==> src/rtl/vc_pop_scheduler_pkg.sv <==
// Shared definitions for the PCIe datapath pop scheduler: FSM state encoding and the default
// starvation-guard sizing.
package vc_pop_scheduler_pkg;

    typedef enum logic [1:0] {
        StHalt   = 2'd0,
        StRun    = 2'd1,
        StPaused = 2'd2,
        StError  = 2'd3
    } sched_state_e;

    localparam int unsigned DefaultWeight = 4;
    localparam int unsigned DefaultCntW   = 3;

endpackage

==> src/rtl/vc_pop_scheduler_vc_arbiter.sv <==
// VC0-priority arbiter between the two virtual-channel FIFOs, with a starvation counter that
// forces one VC1 grant after WEIGHT consecutive VC0 grants while VC1 has data.
module vc_pop_scheduler_vc_arbiter
    import vc_pop_scheduler_pkg::*;
#(
    parameter int unsigned WEIGHT = DefaultWeight,
    parameter int unsigned CNT_W  = DefaultCntW
) (
    input  logic i_clk,
    input  logic i_reset,
    input  logic i_run,
    input  logic i_vc0_empty,
    input  logic i_vc0_aempty,
    input  logic i_vc1_empty,
    input  logic i_vc1_aempty,
    input  logic i_last_vc0,
    input  logic i_last_vc1,
    output logic o_grant_vc0,
    output logic o_grant_vc1
);

    localparam logic [CNT_W-1:0] CntMax = CNT_W'(WEIGHT);

    logic [CNT_W-1:0] r_cnt;
    logic [CNT_W-1:0] w_cnt_d;
    logic             w_elig0;
    logic             w_elig1;

    // A FIFO popped last cycle may still report the pre-pop occupancy, so a nearly-empty one
    // must sit out one cycle to avoid a double pop.
    assign w_elig0 = ~i_vc0_empty & ~(i_last_vc0 & i_vc0_aempty);
    assign w_elig1 = ~i_vc1_empty & ~(i_last_vc1 & i_vc1_aempty);

    always_comb begin
        o_grant_vc0 = 1'b0;
        o_grant_vc1 = 1'b0;
        w_cnt_d     = r_cnt;
        if (i_run) begin
            if (w_elig1 && ((r_cnt == CntMax) || !w_elig0)) begin
                o_grant_vc1 = 1'b1;
            end else if (w_elig0) begin
                o_grant_vc0 = 1'b1;
            end
            if (o_grant_vc1 || i_vc1_empty) begin
                w_cnt_d = '0;
            end else if (o_grant_vc0 && (r_cnt != CntMax)) begin
                w_cnt_d = r_cnt + 1'b1;
            end
        end
    end

    always_ff @(posedge i_clk or posedge i_reset) begin
        if (i_reset) begin
            r_cnt <= '0;
        end else begin
            r_cnt <= w_cnt_d;
        end
    end

endmodule

==> src/rtl/vc_pop_scheduler.sv <==
// Pop sequencer for the PCIe transaction datapath: main FIFO into the VC FIFOs, VC FIFOs into
// the output mux. Holds the run/pause/halt/error FSM and the registered pop outputs.
module vc_pop_scheduler
    import vc_pop_scheduler_pkg::*;
#(
    parameter int unsigned WEIGHT = DefaultWeight,
    parameter int unsigned CNT_W  = DefaultCntW
) (
    input  logic i_clk,
    input  logic i_reset,
    input  logic i_enable,
    input  logic i_error_in,
    input  logic i_mf_empty,
    input  logic i_mf_aempty,
    input  logic i_vc0_empty,
    input  logic i_vc0_aempty,
    input  logic i_vc1_empty,
    input  logic i_vc1_aempty,
    input  logic i_vc0_pause,
    input  logic i_vc1_pause,
    input  logic i_d0_pause,
    input  logic i_d1_pause,
    output logic o_pop_mf,
    output logic o_pop_vc0,
    output logic o_pop_vc1,
    output logic o_halted,
    output logic o_sched_err
);

    sched_state_e r_state;
    sched_state_e w_state_d;
    logic         r_pop_mf;
    logic         r_pop_vc0;
    logic         r_pop_vc1;
    logic         r_halted;
    logic         r_sched_err;
    logic         w_active;
    logic         w_pop_mf;
    logic         w_grant_vc0;
    logic         w_grant_vc1;

    always_comb begin
        w_state_d = r_state;
        unique case (r_state)
            StHalt: begin
                if (i_enable) w_state_d = StRun;
            end
            StRun: begin
                if (i_error_in)                    w_state_d = StError;
                else if (!i_enable)                w_state_d = StHalt;
                else if (i_d0_pause || i_d1_pause) w_state_d = StPaused;
            end
            StPaused: begin
                if (i_error_in)                        w_state_d = StError;
                else if (!i_enable)                    w_state_d = StHalt;
                else if (!i_d0_pause && !i_d1_pause) w_state_d = StRun;
            end
            StError: w_state_d = StError;
            default: w_state_d = StHalt;
        endcase
    end

    // Pops are decided from the state being entered, so a pause or error sampled at an edge
    // already suppresses the pops of the following cycle.
    assign w_active = (w_state_d == StRun) || (w_state_d == StPaused);
    assign w_pop_mf = w_active & ~i_mf_empty & ~i_vc0_pause & ~i_vc1_pause
                    & ~(r_pop_mf & i_mf_aempty);

    vc_pop_scheduler_vc_arbiter #(
        .WEIGHT (WEIGHT),
        .CNT_W  (CNT_W)
    ) u_vc_arbiter (
        .i_clk        (i_clk),
        .i_reset      (i_reset),
        .i_run        (w_state_d == StRun),
        .i_vc0_empty  (i_vc0_empty),
        .i_vc0_aempty (i_vc0_aempty),
        .i_vc1_empty  (i_vc1_empty),
        .i_vc1_aempty (i_vc1_aempty),
        .i_last_vc0   (r_pop_vc0),
        .i_last_vc1   (r_pop_vc1),
        .o_grant_vc0  (w_grant_vc0),
        .o_grant_vc1  (w_grant_vc1)
    );

    // The registered pops double as the last_* history used by the back-to-back guard.
    always_ff @(posedge i_clk or posedge i_reset) begin
        if (i_reset) begin
            r_state     <= StHalt;
            r_pop_mf    <= 1'b0;
            r_pop_vc0   <= 1'b0;
            r_pop_vc1   <= 1'b0;
            r_halted    <= 1'b1;
            r_sched_err <= 1'b0;
        end else begin
            r_state     <= w_state_d;
            r_pop_mf    <= w_pop_mf;
            r_pop_vc0   <= w_grant_vc0;
            r_pop_vc1   <= w_grant_vc1;
            r_halted    <= (w_state_d == StHalt) || (w_state_d == StError);
            r_sched_err <= (w_state_d == StError);
        end
    end

    assign o_pop_mf    = r_pop_mf;
    assign o_pop_vc0   = r_pop_vc0;
    assign o_pop_vc1   = r_pop_vc1;
    assign o_halted    = r_halted;
    assign o_sched_err = r_sched_err;

endmodule
==> config.mk <==
export PLATFORM = sky130hd
export DESIGN_NAME = vc_pop_scheduler
export DESIGN_NICKNAME = d
export VERILOG_FILES = /design/src/rtl/vc_pop_scheduler_pkg.sv /design/src/rtl/vc_pop_scheduler_vc_arbiter.sv /design/src/rtl/vc_pop_scheduler.sv
export SDC_FILE = /design/constraint.sdc
export NUM_CORES = 1
export LEC_CHECK = 0
export ABC_AREA = 1
export CAP_MARGIN = 20
export CORE_AREA = 8 8 45 47
export CTS_BUF_LIST = sky130_fd_sc_hd__clkbuf_2 sky130_fd_sc_hd__clkbuf_4 sky130_fd_sc_hd__clkbuf_8
export DETAILED_ROUTE_END_ITERATION = 7
export DIE_AREA = 0 0 53 55
export PLACE_DENSITY = 0.72
export SYNTH_ARGS = -nofsm -noshare
export SYNTH_HDL_FRONTEND = slang
export SYNTH_SLANG_ARGS = --single-unit
==> constraint.sdc <==
create_clock -name i_clk -period 1.7 [get_ports i_clk]
set_input_delay 0.34 -clock i_clk [delete_from_list [all_inputs] [get_ports i_clk]]
set_output_delay 0.34 -clock i_clk [all_outputs]
set_load 0.05 [all_outputs]
-- After elaboration in Yosys (flattened, before gate mapping)
Index checks and enable logic that the tools add are counted.
W data, S select, Z words.
- add/subtract/negate cells: 1
- equal/unequal tests: 8
- mux-type cells: 17
- bitwise gates (word level): 17
- reductions and logical operators: 15
- operator list (cell ; count):
    $mux W2 ; 7
    $and A1 B1 Y1 ; 9
    $eq A2 B2 Y1 const B ; 4
    $not A1 Y1 ; 8
    $pmux W2 S4 ; 1
    $mux W1 ; 7
    $mux W3 ; 2
    $logic_or A1 B1 Y1 ; 5
    $eq A2 B1 Y1 const B ; 2
    $logic_not A2 Y1 ; 2
    $add A3 B1 Y3 const B ; 1
    $eq A3 B3 Y1 const B ; 1
    $logic_and A1 B1 Y1 ; 3
    $logic_not A1 Y1 ; 3
    $ne A3 B3 Y1 const B ; 1
    $reduce_and A2 Y1 ; 1
    $reduce_bool A2 Y1 ; 1
- flip-flop bits (word level): 10
- input port bits: 14
- output and inout port bits: 5
- logic and storage cells: 65

-- Depth between registers and ports, before layout
Gate-level depths: netlist of run 1.
- depth in word-level cells: 12
- depth in mapped cells: 10
- gate-level depth less buffers: 10

-- By module
A second synthesis of run 1 with hierarchy kept.
- cells, all modules: 67
- area total of the unflattened synthesis: 555.5 sq um
- by module, submodules not included (module ; times used ; cells each ; area each (sq um) ; sequential area each (sq um)):
    vc_pop_scheduler ; 1 ; 30 ; 300.3 ; 176.4
    vc_pop_scheduler_vc_arbiter ; 1 ; 37 ; 255.2 ; 75.1

-- Worst setup path after synthesis of run 1
No wires, ideal clock.
- path type: flip-flop to flip-flop
- start: reg r_state[1]
- end: reg u_vc_arbiter.r_cnt[2]
- library setup time: 0.116 ns
- data arrival time: 1.147 ns
- data required time: 1.584 ns
- setup slack: 0.436 ns
- stages on the path, launching flop included: 11
- buffers on the path: 0
- clock period less this slack: 1.264 ns
- cell sequence: dfrtp_1 nor2_1 inv_2 o21ai_1 o21ai_1 inv_1 ha_1 nand2_2 inv_1 nand2_1 nand2_1
- longest elaborated chain between the ends: 6
- elaborated cells between the ends (all ways): 14
- classes of those cells: eq/ne (4); mux (8); reduce/logical (2)
- RTL lines (item ; line ; source):
    from (decl) ; vc_pop_scheduler.sv:30 ; sched_state_e r_state;
    from (signal assigned) ; vc_pop_scheduler.sv:89 ; r_state <= StHalt;
    from (signal assigned) ; vc_pop_scheduler.sv:96 ; r_state <= w_state_d;
    $mux W2, on equally long branches ; vc_pop_scheduler.sv:56, vc_pop_scheduler.sv:51 ;
    $mux W2, on equally long branches ; vc_pop_scheduler.sv:55, vc_pop_scheduler.sv:50 ;
    $mux W2, on equally long branches ; vc_pop_scheduler.sv:54, vc_pop_scheduler.sv:49 ;
    $pmux W2 S4 (*) ; vc_pop_scheduler.sv:44 ; unique case (r_state)
    named net w_state_d[1] ; vc_pop_scheduler.sv:31 ; sched_state_e w_state_d;
    $eq A2 B1 Y1 (*) ; vc_pop_scheduler.sv:75 ; .i_run (w_state_d == StRun),
    $reduce_and A2 Y1 (no source line) (*) ; - ;
    to (signal assigned) ; vc_pop_scheduler_vc_arbiter.sv:56 ; r_cnt <= w_cnt_d;
    to (decl) ; vc_pop_scheduler_vc_arbiter.sv:24 ; logic [CNT_W-1:0] r_cnt;
The timed path passes the listed nets; every way through them passes the cells marked *.
A chain may end at the register's enable or synchronous reset.

-- Final worst setup path of run 1
- start: in i_d1_pause
- end: reg u_vc_arbiter.r_cnt[2]
- longest elaborated chain between the ends: 8
- elaborated cells between the ends (all ways): 12
- classes of those cells: eq/ne (1); mux (7); reduce/logical (4)
- RTL lines (item ; line ; source):
    from (decl) ; vc_pop_scheduler.sv:22 ; input logic i_d1_pause,
    $logic_not A1 Y1 ; vc_pop_scheduler.sv:56 ; else if (!i_d0_pause && !i_d1_pause) w_state_d = StRun;
    $logic_and A1 B1 Y1 ; vc_pop_scheduler.sv:56 ;
    $mux W2 ; vc_pop_scheduler.sv:56 ;
    $mux W2 ; vc_pop_scheduler.sv:55 ; else if (!i_enable) w_state_d = StHalt;
    $mux W2 ; vc_pop_scheduler.sv:54 ; if (i_error_in) w_state_d = StError;
    $pmux W2 S4 (*) ; vc_pop_scheduler.sv:44 ;
    named net w_state_d[1] ; vc_pop_scheduler.sv:31 ;
    $eq A2 B1 Y1 (*) ; vc_pop_scheduler.sv:75 ;
    $reduce_and A2 Y1 (no source line) (*) ; - ;
Marked as above.

==> results of run 1 <==
-- per-stage QoR --
stage	TNS (ns)	cell area [um2]	hold WS, ns
global route	0	759	0.384
finish	0	759	0.339
global placement	-0.0158	729	0.488
CTS	0	759	0.348
detailed placement	-0.0294	729	0.488
floorplan	0	522	0.179
-- layout by cell type (no fill, tap or decap) --
cell type | netlist | routed
sky130_fd_sc_hd__nand4_1 | 2 | 2
sky130_fd_sc_hd__buf_4 | 0 | 5
sky130_fd_sc_hd__ha_1 | 4 | 4
sky130_fd_sc_hd__a211o_1 | 1 | 1
sky130_fd_sc_hd__clkbuf_4 | 0 | 4
sky130_fd_sc_hd__nor2_1 | 3 | 3
sky130_fd_sc_hd__clkdlybuf4s50_1 | 0 | 13
sky130_fd_sc_hd__nand2_2 | 4 | 4
sky130_fd_sc_hd__clkinv_1 | 1 | 1
sky130_fd_sc_hd__o21ai_1 | 3 | 3
sky130_fd_sc_hd__dfrtp_1 | 9 | 9
sky130_fd_sc_hd__xnor2_1 | 1 | 1
sky130_fd_sc_hd__nand3_1 | 1 | 1
sky130_fd_sc_hd__buf_12 | 0 | 1
sky130_fd_sc_hd__inv_1 | 9 | 9
sky130_fd_sc_hd__a21oi_2 | 1 | 1
sky130_fd_sc_hd__dfstp_2 | 1 | 1
sky130_fd_sc_hd__nand2_1 | 12 | 12
sky130_fd_sc_hd__nor2_2 | 1 | 1
sky130_fd_sc_hd__inv_2 | 3 | 3
sky130_fd_sc_hd__nand3_2 | 2 | 2
sky130_fd_sc_hd__nor3_1 | 1 | 1
-- metal layers --
layer | vias to the layer above | GRT usage (%) | part of all wire [%]
met5 | - | 0 | 0
met4 | 0 | 7.76 | 3.2
met3 | 4 | 3.21 | 10
met2 | 14 | 11.5 | 45
met1 | 195 | 7.32 | 41
li1 | 227 | - | -
-- registers in the layout (all words and copies together) (netlist names) --
signal	flops
o_pop_vc0	1
o_halted	1
o_pop_mf	1
u_vc_arbiter.r_cnt	3
o_sched_err	1
r_state	2
o_pop_vc1	1
-- final timing paths --
kind	start	endpoint	slack [ns]	depth (start not counted)
min	i_reset	u_vc_arbiter.r_cnt[0]$_DFFE_PP0P_	0.34	2
max in group asynchronous	i_reset	o_halted$_DFF_PP1_	1.04	2
min in group i_clk	u_vc_arbiter.r_cnt[1]$_DFFE_PP0P_	u_vc_arbiter.r_cnt[1]$_DFFE_PP0P_	0.50	2
max	i_d1_pause	u_vc_arbiter.r_cnt[2]$_DFFE_PP0P_	0.26	9
max reg2reg	r_state[1]$_DFF_PP0_	u_vc_arbiter.r_cnt[2]$_DFFE_PP0P_	0.32	9
min reg2reg	u_vc_arbiter.r_cnt[1]$_DFFE_PP0P_	u_vc_arbiter.r_cnt[1]$_DFFE_PP0P_	0.50	2
-- layout make-up --
| class | instances | area (um2) |
|---|---|---|
| fill | 123 | 624 |
| inverter | 13 | 48.8 |
| sequential | 10 | 251 |
| clock buffer | 4 | 30.0 |
| timing repair buffer | 19 | 188 |
| tap | 16 | 20.0 |
| multi-input combinational | 36 | 221 |
-- kinds of logic (layout without fill, tap and decap cells) --
logic type / after synthesis / in the layout / share of synthesized area [%]
AND/OR/NAND/NOR: 26 / 26 / 24.9
buffers and inverters: 13 / 36 / 9.35
flip-flops: 10 / 10 / 48.2
AO/OA/AOI/OAI: 5 / 5 / 6.23
adder cells (fa/ha/maj): 4 / 4 / 9.59
XOR/XNOR: 1 / 1 / 1.68
-- report_power, final --
part           switching [uW]  total (uW)  internal [uW]
Combinational            44.3        95.9           51.6
Sequential               12.7         267            254
Clock                    78.1         184            106
-- worst max-delay path: stages --
cell and delay, ns:
sky130_fd_sc_hd__clkdlybuf4s50_1 0.45, sky130_fd_sc_hd__o21ai_1 0.08, sky130_fd_sc_hd__o21ai_1 0.17, sky130_fd_sc_hd__inv_1 0.06
sky130_fd_sc_hd__ha_1 0.25, sky130_fd_sc_hd__nand2_2 0.12, sky130_fd_sc_hd__inv_1 0.04, sky130_fd_sc_hd__nand2_1 0.05
sky130_fd_sc_hd__nand2_1 0.04
==> impl_metrics.sql, run 1 <==
INSERT INTO impl_metrics (metric_group, metric, value, unit) VALUES
('worst_setup_path', 'crit_path_end_kind', 'flop', ''),
('yosys', 'ys_warn_count', '0', ''),
('clocking', 'cts_resized', '0', ''),
('yosys', 'synth_area', '522', 'um2'),
('global_routing', 'number_of_global_route_vias_before_repair', '412', ''),
('yosys', 'synth-main-ff-cell', 'sky130_fd_sc_hd__dfrtp_1', ''),
('drt', 'totalWireLength', '964', 'um'),
('sta', 'finalSetupViolCount', '0', ''),
('yosys', 'syn_inst', '59', ''),
('clocking', 'cts_tree', 'yes', ''),
('clocking', 'htreeDepth', '1', ''),
('placed_design', 'globalplace.congestion', '0.717', ''),
('sta', 'layout_setup_ws', '0.261', 'ns'),
('drt', 'vias', '440', ''),
('clocking', 'insertion_delay', '0.26', 'ns'),
('floorplanning', 'io_pins', '19', ''),
('yosys', 'ys_types', '18', ''),
('worst_setup_path', 'critical_path.startpoint_type', 'input pin', ''),
('yosys', 'synth_async_sr_flop_share', '100', '%'),
('global_routing', 'global_route_wire_length_before_repair', '1590', 'um'),
('clocking', 'cts.path.max_buffers', '2', ''),
('yosys', 'syn_avg_cell_area', '8.84', 'um2'),
('sta', 'final.setup_skew', '0.00946', 'ns'),
('sta', 'timing.fmax', '695', 'MHz'),
('worst_setup_path', 'arrival_time_of_data_at_the_critical_path_endpoint', '1.60', 'ns'),
('drt', 'post_drt_via_cell_ratio', '4.49', ''),
('clocking', 'worst_setup_hold_path_clk_slew', '0.07', 'ns'),
('drt', 'drt.antenna.violating_nets', '0', ''),
('clocking', 'ctsHoldBuffers', '0', ''),
('yosys', 'synth-seq-cells', '10', ''),
('clocking', 'cts.sinks', '10', ''),
('sta', 'final-hold-violation-count', '0', ''),
('yosys', 'synthesis.nets', '77', ''),
('layout', 'area_growth', '45.6', '%'),
('status', 'outcome', 'finished, final reports clean', ''),
('placed_design', 'io_buffers', '18', ''),
('power_and_ir_drop', 'peak_supply_drop', '0.440', 'mV'),
('placed_design', 'detailed_place_hpwl', '805', 'um'),
('sta', 'post-route-min-period', '1.44', 'ns'),
('drt', 'first_iter_violations', '3', ''),
('global_routing', 'groute.usage.overall', '7.50', '%'),
('worst_hold_path', 'hold_path.class', 'in -> async', ''),
('global_routing', 'antenna_violations_before_repair', '0', ''),
('sta', 'timing.slew.headroom', '75.4', '%'),
('floorplanning', 'design.core.area', '1380', 'um2'),
('sta', 'timing.final.crit_share', '84.7', '%'),
('yosys', 'synth.yosys.seq_area_share', '48.2', '%'),
('layout', 'insertedDiodeCount', '0', ''),
('drt', 'first_pass_iters', '3', ''),
('clocking', 'cts_root_buffer', 'sky130_fd_sc_hd__clkbuf_4', ''),
('yosys', 'synth_top_cells_by_count', 'sky130_fd_sc_hd__nand2_1 (12), sky130_fd_sc_hd__dfrtp_1 (9), sky130_fd_sc_hd__inv_1 (9), sky130_fd_sc_hd__ha_1 (4), sky130_fd_sc_hd__nand2_2 (4)', ''),
('drt', 'wire_per_inst', '9.84', 'um'),
('global_routing', 'grt_start_max_net_pins', '11', ''),
('drt', 'drcViolationCount', '0', ''),
('floorplanning', 'die_outline_area', '2920', 'um2'),
('power_and_ir_drop', 'power_per_cell_area', '721', 'nW/um2'),
('floorplanning', 'starting_density_of_the_core', '37.7', '%'),
('sta', 'grt_setup_unrepaired', 'false', ''),
('power_and_ir_drop', 'power.leakage', '0.000374', 'uW'),
('yosys', 'synth.top_cells.by_area', 'sky130_fd_sc_hd__dfrtp_1 (43%), sky130_fd_sc_hd__ha_1 (9.6%), sky130_fd_sc_hd__nand2_1 (8.6%)', ''),
('power_and_ir_drop', 'report.power.total', '547', 'uW'),
('layout', 'postLayoutCoreUtil', '54.9', '%'),
('layout', 'layout-drive-gt1-share', '26.8', '%'),
('sta', 'finalMaxSlewViolations', '0', ''),
('floorplanning', 'die_width', '53', 'um'),
('layout', 'final_cells', '98', ''),
('yosys', 'synth-edff-count', '0', ''),
('clocking', 'cts_inserted_buffers', '3', ''),
('sta', 'tightestPinTransition', '0.368', 'ns'),
('floorplanning', 'die_h', '55', 'um'),
('yosys', 'yosys.cell_count.top_type', 'sky130_fd_sc_hd__nand2_1', '');
(Power assumes the default switching activity.)
==> inputs of run 2 (changes only) <==
==> constraint.sdc (replaced) <==
create_clock -name i_clk -period 1.5 [get_ports i_clk]
set_input_delay 0.3 -clock i_clk [delete_from_list [all_inputs] [get_ports i_clk]]
set_output_delay 0.3 -clock i_clk [all_outputs]
set_load 0.05 [all_outputs]
==> run 2 against run 1 <==
Net effect:
- non-clock buffer count increased by 1
- critical path depth unchanged
- final cell count rose by 1.0%
- first-iteration DRC count unchanged
- wire length rose by 12%
- register-to-register slack got worse by 0.16 ns
- largest cell class unchanged
- global-route usage is 1.3 points higher
- critical endpoint unchanged
- core utilization increased by 6.1 points
- combinational power increased by 18%
==> impl_metrics.sql, run 2 (synthesis gave the netlist of run 1 again) <==
INSERT INTO impl_metrics (metric_group, metric, value, unit) VALUES
('floorplanning', 'design.core.area', '1380', 'um2'),
('global_routing', 'grt_start_max_net_pins', '11', ''),
('global_routing', 'groute.usage.overall', '8.82', '%'),
('layout', 'regs_by_ff_count', 'u_vc_arbiter.r_cnt: 3 flops, r_state: 2 flops', ''),
('drt', 'wire_per_inst', '10.9', 'um'),
('sta', 'layout_setup_ws', '0.148', 'ns'),
('global_routing', 'antenna_violations_before_repair', '0', ''),
('global_routing', 'global_route.overflow_total', '0', ''),
('layout', 'insertedDiodeCount', '0', ''),
('layout', 'largest_register_ffs', '3', ''),
('drt', 'first_pass_iters', '2', ''),
('drt', 'first_iter_violations', '3', ''),
('sta', 'finalSetupViolCount', '0', ''),
('layout', 'register_ranked_first_by_flip_flop_count', 'u_vc_arbiter.r_cnt', ''),
('clocking', 'cts.sinks', '10', ''),
('layout', 'layout-drive-gt1-share', '31.3', '%'),
('worst_setup_path', 'cp_top_family', 'buffers and inverters', ''),
('clocking', 'worst_setup_hold_path_clk_slew', '0.07', 'ns'),
('placed_design', 'detailedPlace.worstSlack', '-0.191', 'ns'),
('placed_design', 'globalplace.congestion', '0.719', ''),
('drt', 'drt.antenna.violating_nets', '0', ''),
('global_routing', 'global_route_wire_length_before_repair', '1930', 'um'),
('worst_hold_path', 'hold_path.class', 'in -> async', ''),
('power_and_ir_drop', 'report.power.total', '657', 'uW'),
('worst_setup_path', 'critical_path_peak_fanout', '4', ''),
('sta', 'final.setup_skew', '0.00656', 'ns'),
('placed_design', 'detailed_place_hpwl', '906', 'um'),
('layout', 'area_growth', '61.6', '%'),
('worst_setup_path', 'crit_path_end_kind', 'flop', ''),
('floorplanning', 'core.rowCount', '14', ''),
('clocking', 'cts_tree', 'yes', ''),
('global_routing', 'number_of_global_route_vias_before_repair', '513', ''),
('sta', 'post-route-min-period', '1.35', 'ns'),
('sta', 'final.hold.worst_slack', '0.298', 'ns'),
('sta', 'timing.fmax', '740', 'MHz'),
('clocking', 'cts_inserted_buffers', '3', ''),
('floorplanning', 'die_h', '55', 'um'),
('floorplanning', 'die_width', '53', 'um'),
('drt', 'highest_routing_layer_actually_used', 'met4', ''),
('placed_design', 'cell_total_after_placement', '95', ''),
('floorplanning', 'io_pins', '19', ''),
('power_and_ir_drop', 'power_per_cell_area', '780', 'nW/um2'),
('sta', 'finalMaxSlewViolations', '0', ''),
('drt', 'totalWireLength', '1080', 'um'),
('clocking', 'cts.path.max_buffers', '2', ''),
('worst_setup_path', 'slowest_delay', '0.45', 'ns'),
('floorplanning', 'die_outline_area', '2920', 'um2'),
('layout', 'final_cells', '99', ''),
('layout', 'most_common_cell_after_layout_fill_and_taps_aside', 'sky130_fd_sc_hd__clkdlybuf4s50_1', ''),
('drt', 'post_drt_via_cell_ratio', '4.44', ''),
('worst_setup_path', 'path_class', 'in -> reg', ''),
('clocking', 'cts_root_buffer', 'sky130_fd_sc_hd__clkbuf_4', ''),
('power_and_ir_drop', 'power.leakage', '0.000396', 'uW'),
('placed_design', 'io_buffers', '18', ''),
('worst_setup_path', 'arrival_time_of_data_at_the_critical_path_endpoint', '1.51', 'ns'),
('worst_setup_path', 'cp.required', '1.66', 'ns'),
('sta', 'timing.slew.headroom', '75.7', '%'),
('power_and_ir_drop', 'peak_supply_drop', '0.639', 'mV'),
('layout', 'postLayoutCoreUtil', '60.9', '%'),
('clocking', 'htreeDepth', '1', ''),
('job', 'max_cap_violations', '0', ''),
('status', 'outcome', 'finished, final reports clean', ''),
('drt', 'met3_length', '106', 'um'),
('clocking', 'insertion_delay', '0.26', 'ns'),
('drt', 'met2RoutedLength', '567', 'um'),
('drt', 'met1Wirelength', '386', 'um'),
('floorplanning', 'starting_density_of_the_core', '37.7', '%'),
('sta', 'tightestPinTransition', '0.365', 'ns'),
('layout', 'commonest_cells_after_routing_fill_and_taps_aside', 'sky130_fd_sc_hd__clkdlybuf4s50_1 (13), sky130_fd_sc_hd__nand2_1 (12), sky130_fd_sc_hd__inv_1 (9), sky130_fd_sc_hd__dfrtp_1 (9), sky130_fd_sc_hd__buf_12 (5)', ''),
('layout', 'finalNetCount', '102', ''),
('worst_setup_path', 'crit_slowest_cell', 'sky130_fd_sc_hd__clkdlybuf4s50_1', ''),
('drt', 'drcViolationCount', '0', ''),
('worst_setup_path', 'critical_path.startpoint_type', 'input pin', ''),
('worst_setup_path', 'worstPathCellList', 'clkdlybuf4s50_1 > o21ai_1 > o21ai_1 > inv_1 > ha_4 > nand2_2 > inv_1 > nand2_1 > nand2_1', ''),
('clocking', 'cts_setup_buffers', '0', ''),
('drt', 'vias', '440', ''),
('sta', 'grt_setup_unrepaired', 'false', ''),
('worst_setup_path', 'critical_path_buf_inv_count', '3', ''),
('sta', 'final-hold-violation-count', '0', ''),
('sta', 'timing.final.crit_share', '90.1', '%');
==> run 2: cell count changes in the layout (fill, tap and decap cells not counted), sizes merged <==
cell and delta:
buf +1
==> run 2: path summary, 6_finish.rpt <==
kind,cells past startpoint,startpoint,end,slack [ns]
max,9,i_d1_pause,u_vc_arbiter.r_cnt[2]$_DFFE_PP0P_,0.15
min,2,i_reset,r_state[1]$_DFF_PP0_,0.30
max reg2reg,9,r_state[1]$_DFF_PP0_,u_vc_arbiter.r_cnt[0]$_DFFE_PP0P_,0.16
min reg2reg,2,u_vc_arbiter.r_cnt[1]$_DFFE_PP0P_,u_vc_arbiter.r_cnt[1]$_DFFE_PP0P_,0.51
max in group asynchronous,2,i_reset,o_halted$_DFF_PP1_,0.89
min in group i_clk,2,u_vc_arbiter.r_cnt[1]$_DFFE_PP0P_,u_vc_arbiter.r_cnt[1]$_DFFE_PP0P_,0.51
==> run 2: power breakdown <==
group | total [uW] | leakage (uW) | switching (uW) | internal [uW]
combinational | 113 | 0.000255 | 54.4 | 59.1
sequential | 304 | 0.000120 | 16.2 | 288
clock | 240 | 0.0000210 | 92.5 | 147
==> run 2: routing by layer <==
layer  global-route usage, %  vias up
li1                        -      229
met1                    7.63      195
met2                    16.2       14
met3                    3.48        2
met4                    6.47        0
met5                       0        -
==> run 2: metrics by stage <==
step                      instance area, um2  TNS [ns]
final                                    843         0
after detailed placement                 787    -0.732
after floorplan                          522         0
after CTS                                823         0
after global placement                   787    -0.383
after global routing                     843         0
==> run 2: repair_timing <==
item	CTS	global route
hold endpoints to repair	0	0
hold buffers	0	0
gates resized for setup	0	4
setup endpoints to repair	0	5
==> run 2: final cells by class <==
class / count / area [um2]
Inverter: 13 / 48.8
Timing Repair Buffer: 20 / 245
Fill cell: 125 / 541
Tap cell: 16 / 20.0
Clock buffer: 4 / 36.3
Multi-Input combinational cell: 36 / 241
Sequential cell: 10 / 251
==> inputs of run 3 (changes only) <==
--- a/config.mk
+++ b/config.mk
@@ -6,9 +6,9 @@
 export NUM_CORES = 1
 export LEC_CHECK = 0
 export ABC_AREA = 1
-export CAP_MARGIN = 20
 export CORE_AREA = 8 8 45 47
 export CTS_BUF_LIST = sky130_fd_sc_hd__clkbuf_2 sky130_fd_sc_hd__clkbuf_4 sky130_fd_sc_hd__clkbuf_8
+export CTS_CLUSTER_DIAMETER = 200
 export DETAILED_ROUTE_END_ITERATION = 7
 export DIE_AREA = 0 0 53 55
 export PLACE_DENSITY = 0.72
==> results of run 3 <==
No change in the layout: final DEF, timing and power equal those of run 2.
